### src/rtl/fifo2pcie.sv
// fifo2pcie: drains decapsulated TLP beats from a FWFT FIFO onto the
// 64-bit PCIe core TX AXI-stream, enforcing length framing and starvation limits.
module fifo2pcie #(
  parameter int TIMEOUT    = 500,
  parameter int MIN_BUF_AV = 2
) (
  input  logic        pcie_clk,
  input  logic        pcie_rst,
  output logic        rd_en,
  input  logic [85:0] dout,
  input  logic        empty,
  input  logic [5:0]  tx_buf_av,
  input  logic        pcie_tx_tready,
  output logic        pcie_tx_tvalid,
  output logic        pcie_tx_tlast,
  output logic [7:0]  pcie_tx_tkeep,
  output logic [63:0] pcie_tx_tdata,
  output logic [3:0]  pcie_tx_tuser,
  output logic [31:0] pkt_cnt,
  output logic [15:0] err_len_cnt,
  output logic [15:0] err_timeout_cnt
);

  localparam int TW = $clog2(TIMEOUT + 1);
  localparam logic [TW-1:0] TMAX = TW'(TIMEOUT);
  localparam logic [5:0] BUF_MIN = 6'(MIN_BUF_AV);

  typedef enum logic [1:0] {IDLE, SEND, DROP, TERM} state_t;

  state_t        state, state_nx;
  logic [12:0]   bytes_q, bytes_nx;
  logic [11:0]   len_q, len_nx;
  logic [TW-1:0] tcnt_q, tcnt_nx;
  logic          tuser_q;

  logic [63:0] e_data;
  logic [7:0]  e_keep;
  logic        e_last, e_dv;
  logic [11:0] e_len;
  logic [12:0] e_bytes, sum;
  logic        load_ok;

  logic        pop, ld, ld_last, ld_user;
  logic [7:0]  ld_keep;
  logic [63:0] ld_data;
  logic        pkt_inc, elen_inc, eto_inc;

  assign e_data  = dout[63:0];
  assign e_keep  = dout[71:64];
  assign e_last  = dout[72];
  assign e_dv    = dout[73];
  assign e_len   = dout[85:74];
  assign e_bytes = (|e_keep[7:4] ? 13'd4 : 13'd0)
                 + (|e_keep[3:0] ? 13'd4 : 13'd0);
  assign sum     = bytes_q + e_bytes;
  assign load_ok = !pcie_tx_tvalid || pcie_tx_tready;

  // Pop is qualified with reset so the FIFO is never touched while held.
  assign rd_en         = pop && !pcie_rst;
  assign pcie_tx_tuser = {tuser_q, 3'b000};

  always_comb begin
    state_nx = state;
    bytes_nx = bytes_q;
    len_nx   = len_q;
    tcnt_nx  = tcnt_q;
    pop      = 1'b0;
    ld       = 1'b0;
    ld_last  = e_last;
    ld_user  = 1'b0;
    ld_keep  = e_keep;
    ld_data  = e_data;
    pkt_inc  = 1'b0;
    elen_inc = 1'b0;
    eto_inc  = 1'b0;
    unique case (state)
      IDLE: begin
        tcnt_nx = '0;
        if (!empty && !e_dv) begin
          pop = 1'b1;
        end else if (!empty && tx_buf_av >= BUF_MIN && load_ok) begin
          pop      = 1'b1;
          ld       = 1'b1;
          pkt_inc  = 1'b1;
          len_nx   = e_len;
          bytes_nx = e_bytes;
          if (e_last) begin
            if ({1'b0, e_len} != e_bytes) begin
              ld_user  = 1'b1;
              elen_inc = 1'b1;
            end
          end else begin
            state_nx = SEND;
          end
        end
      end
      SEND: begin
        if (!empty && load_ok) begin
          pop     = 1'b1;
          tcnt_nx = '0;
          if (e_dv) begin
            ld       = 1'b1;
            bytes_nx = sum;
            if (e_last) begin
              state_nx = IDLE;
              if (sum != {1'b0, len_q}) begin
                ld_user  = 1'b1;
                elen_inc = 1'b1;
              end
            end else if (sum >= {1'b0, len_q}) begin
              // Overrun: close the packet here and discard its tail.
              ld_last  = 1'b1;
              ld_user  = 1'b1;
              elen_inc = 1'b1;
              state_nx = DROP;
            end
          end
        end else if (tcnt_q == TMAX) begin
          state_nx = TERM;
        end else if (empty) begin
          tcnt_nx = tcnt_q + 1'b1;
        end
      end
      DROP: begin
        tcnt_nx = '0;
        if (!empty) begin
          pop = 1'b1;
          if (e_last) state_nx = IDLE;
        end
      end
      TERM: begin
        tcnt_nx = '0;
        if (load_ok) begin
          ld       = 1'b1;
          ld_last  = 1'b1;
          ld_user  = 1'b1;
          ld_keep  = 8'hFF;
          ld_data  = '0;
          eto_inc  = 1'b1;
          state_nx = DROP;
        end
      end
      default: state_nx = IDLE;
    endcase
  end

  always_ff @(posedge pcie_clk or posedge pcie_rst) begin
    if (pcie_rst) begin
      state   <= IDLE;
      bytes_q <= '0;
      len_q   <= '0;
      tcnt_q  <= '0;
    end else begin
      state   <= state_nx;
      bytes_q <= bytes_nx;
      len_q   <= len_nx;
      tcnt_q  <= tcnt_nx;
    end
  end

  always_ff @(posedge pcie_clk or posedge pcie_rst) begin
    if (pcie_rst) begin
      pcie_tx_tvalid <= 1'b0;
      pcie_tx_tlast  <= 1'b0;
      pcie_tx_tkeep  <= '0;
      pcie_tx_tdata  <= '0;
      tuser_q        <= 1'b0;
    end else if (load_ok) begin
      pcie_tx_tvalid <= ld;
      if (ld) begin
        pcie_tx_tlast <= ld_last;
        pcie_tx_tkeep <= ld_keep;
        pcie_tx_tdata <= ld_data;
        tuser_q       <= ld_user;
      end
    end
  end

  always_ff @(posedge pcie_clk or posedge pcie_rst) begin
    if (pcie_rst) begin
      pkt_cnt         <= '0;
      err_len_cnt     <= '0;
      err_timeout_cnt <= '0;
    end else begin
      if (pkt_inc)
        pkt_cnt <= pkt_cnt + 32'd1;
      if (elen_inc && err_len_cnt != 16'hFFFF)
        err_len_cnt <= err_len_cnt + 16'd1;
      if (eto_inc && err_timeout_cnt != 16'hFFFF)
        err_timeout_cnt <= err_timeout_cnt + 16'd1;
    end
  end

endmodule

### config.mk
export PLATFORM = sky130hd
export DESIGN_NAME = fifo2pcie
export DESIGN_NICKNAME = d
export VERILOG_FILES = /design/src/rtl/fifo2pcie.sv
export SDC_FILE = /design/constraint.sdc
export NUM_CORES = 1
export LEC_CHECK = 0
export CORE_MARGIN = 4
export CORE_UTILIZATION = 48
export CTS_CLUSTER_SIZE = 20
export DETAILED_ROUTE_END_ITERATION = 7
export HOLD_SLACK_MARGIN = 0.15
export PLACE_DENSITY = 0.82
export RECOVER_POWER = 50
export SKIP_CTS_REPAIR_TIMING = 1
export SYNTH_ARGS = -nofsm -noshare
export SYNTH_HDL_FRONTEND = slang
export SYNTH_SLANG_ARGS = --single-unit
### constraint.sdc
create_clock -name pcie_clk -period 6.6 [get_ports pcie_clk]
set_clock_uncertainty 0.2 [all_clocks]
set_input_delay 0.99 -clock pcie_clk [delete_from_list [all_inputs] [get_ports pcie_clk]]
set_output_delay 0.99 -clock pcie_clk [all_outputs]
set_load 0.005 [all_outputs]
==> results_dict.tcl <==
set metrics [dict create \
    status "finished with violations" \
    violations "capacitance limit, slew limit" \
    io_pins 239 \
    final_layout_size_suffix_gt1_frac 0.0486 \
    cp-start-kind "input pin" \
    drt-wirelength-per-cell_um 16.6 \
    firstDrtPassIters 5 \
    die_area_um2 18900 \
    tns_ns 0 \
    ys.flop_type "dfrtp_1" \
    fin_hold_ws_ns 0.260 \
    syn_inst 838 \
    synth.cell_area_um2 8070 \
    gp_congestion 0.832 \
    pre_cts_ws_ns 0.543 \
    wirelength_mm 21.4 \
    power_density_nw_per_um2 362 \
    critPathMostFrequentCell "ha_1" \
    cts_max_level 4 \
    slew_viol_final 83 \
    utilization 0.672 \
    grt_antenna_before_repair 0 \
    final_cell_mix "nand2_1 (196), dfrtp_1 (173), clkdlybuf4s50_1 (121)" \
    synth_top_area_cell "dfrtp_1" \
    port_buffers 234 \
    path_max_fanout 16 \
    hold_violations 0 \
    grt_pass1_wl_mm 34.3 \
    final_nets 1172 \
    cap_violations 1 \
    cp_slowest_stage_delay_ns 0.54 \
    p_leak_nw 5.21 \
    rsz0062_at_grt "false" \
    seq_power_share 0.390 \
    vias 6834 \
    syn_avg_cell_area_um2 9.63 \
    clk_pin_slew_ns 0.07 \
    drtIter0Drc 410 \
    worst_pin_slew_ns 3.62 \
    grt_pass1_vias 6887 \
    setup_viol 0 \
    coreArea_um2 16500 \
    async_flop_share 1.00 \
    swShare 0.361 \
    clockBufferDepth 2 \
    yosys_warnings 0 \
    p_comb_frac 0.368 \
    internal_power_mw 2.57 \
    layout_commonest_cell "nand2_1" \
    finalWorstSetupSlack_ns 0.993 \
    peakVddDrop_uv 209 \
    max_freq_mhz 178 \
    worstSetupPathType "in -> reg" \
    cp_data_required_time_ns 6.72 \
    crit_slowest_cell "or4_1" \
    relSlewSlack -1.43 \
    path_cells "clkdlybuf4s50_1, or4_1, ha_1, ha_1, fa_1, nand2_1, or2_1, nor2_1, xor2_1, ha_1, a21o_1, a211oi_1, nand2b_1, o211ai_1, a31oi_4, nand2_1, mux2_4" \
    synth_top_area_share 0.537 \
    crit_arrival_ns 5.73 \
    die_w_um 138 \
    ant_nets 0 \
    num_rows 47 \
    synth_cell_types 62 \
    end_kind "flip-flop" \
    grt_usage 0.229 \
    synth_edf_count 0 \
    die_y_um 138 \
    fill_cells 1301 \
    grt_max_degree 83 \
    cts_buffers 17 \
    fin_crit_ns 5.61 \
    min_period_over_period 0.850 \
    start_util 0.488 \
    synth-seq-cells 173 \
    ys_top_cells_by_area "dfrtp_1 (54%), nand2_1 (9.2%), xnor2_1 (6.5%)" \
    pwr-share-clk 0.243 \
    insertion_delay_ns 0.43 \
    synth_seq_area_share 0.537 \
    vias_per_cell 5.29 \
    drcViolationCount 0 \
    clock-sinks 173 \
    cts_tree "done" \
    cts_root_buf "clkbuf_16" \
    hp-class "reg -> reg" \
    area_growth_pct 37.6 \
    p_switching_mw 1.45 \
    dp_hpwl_mm 15.4 \
    finalPower_mw 4.02 \
    overflow 0 \
]
-- sequential cells by signal, summed over array words and instances, names as in the netlist, 2 cells and up --
register,count
bytes_q,11
err_len_cnt,16
err_timeout_cnt,16
len_q,12
pcie_tx_tdata,64
pcie_tx_tkeep,8
pkt_cnt,32
state,2
tcnt_q,9
-- path summary, 6_finish.rpt --
kind,from,endpoint,slack [ns],cells past startpoint
worst max-delay path,dout[71],err_len_cnt[1],0.99,17
worst max register to register,bytes_q[2],err_len_cnt[1],2.55,14
worst min-delay path,pcie_tx_tdata[27],pcie_tx_tdata[27],0.26,2
worst min register to register,pcie_tx_tdata[27],pcie_tx_tdata[27],0.26,2
max in group asynchronous,pcie_rst,err_timeout_cnt[4],2.10,3
min in group asynchronous,pcie_rst,pcie_tx_tdata[9],1.92,2
-- cells in the mapped netlist, drive strengths merged, types with 5 or more instances --
cell    count
nand4      22
a21oi       9
dfrtp     173
inv        24
nor2       55
xor2       16
clkbuf     20
nor3        7
or4         5
and2        6
xnor2      61
ha         18
buf        23
and3       20
nand3      98
nor4        5
nand2     197
o21ai      28
-- layout make-up --
type | count | area (µm²) | share of cell area
tap | 220 | 275 | 0.0248
multi-input combinational | 600 | 3450 | 0.311
inverter | 24 | 91.3 | 0.00823
timing repair buffer | 241 | 2390 | 0.215
antenna | 1 | 2.50 | 0.000225
clock inverter | 14 | 136 | 0.0123
clock buffer | 18 | 429 | 0.0387
sequential | 173 | 4330 | 0.390
-- layer usage --
layer | GRT usage | wire length (µm) | vias to the layer above
met1 | 0.294 | 8830 | 3271
met2 | 0.364 | 10200 | 252
met5 | 0 | 0 | -
met3 | 0.0836 | 1880 | 39
li1 | - | - | 3272
met4 | 0.0715 | 492 | 0
-- worst max-delay path, delay by kind of cell --
kind / cells / cell delay, ns
AOI/OAI and AO/OA: 4 / 1.09
xor gates and xnor gates: 1 / 0.19
adders and majority gates: 4 / 1.34
buffers and inverters: 1 / 0.49
muxes: 1 / 0.31
and+or+nand+nor: 6 / 1.31
-- metrics by stage --
| step | cells | cell area [µm²] |
|---|---|---|
| floorplan | 840 | 8080 |
| global placement | 1258 | 10600 |
| detailed placement | 1258 | 10600 |
| CTS | 1290 | 11100 |
| global route | 1290 | 11100 |
| finish | 1291 | 11100 |
-- logic make-up (layout without fill, tap and decap cells) --
kind of cell,after synthesis,after routing,synth area share
other,1,4,0.000465
multiplexers,5,5,0.00713
XOR/XNOR,77,77,0.0845
buffers and inverters,67,297,0.0372
AO/OA/AOI/OAI,65,65,0.0530
AND/OR/NAND/NOR,431,431,0.251
flip-flops,173,173,0.537
adder cells (fa/ha/maj),19,19,0.0304
-- power groups by stage --
stage	Clock (mW)	Combinational [mW]	Sequential [mW]
finish	0.975	1.48	1.57
global route	1.03	1.66	1.60
CTS	0.989	1.58	1.57
detailed placement	0	1.57	1.59
global placement	0	1.54	1.57
floorplan	0	0.773	1.57
Power figures use the tool's default switching activity.
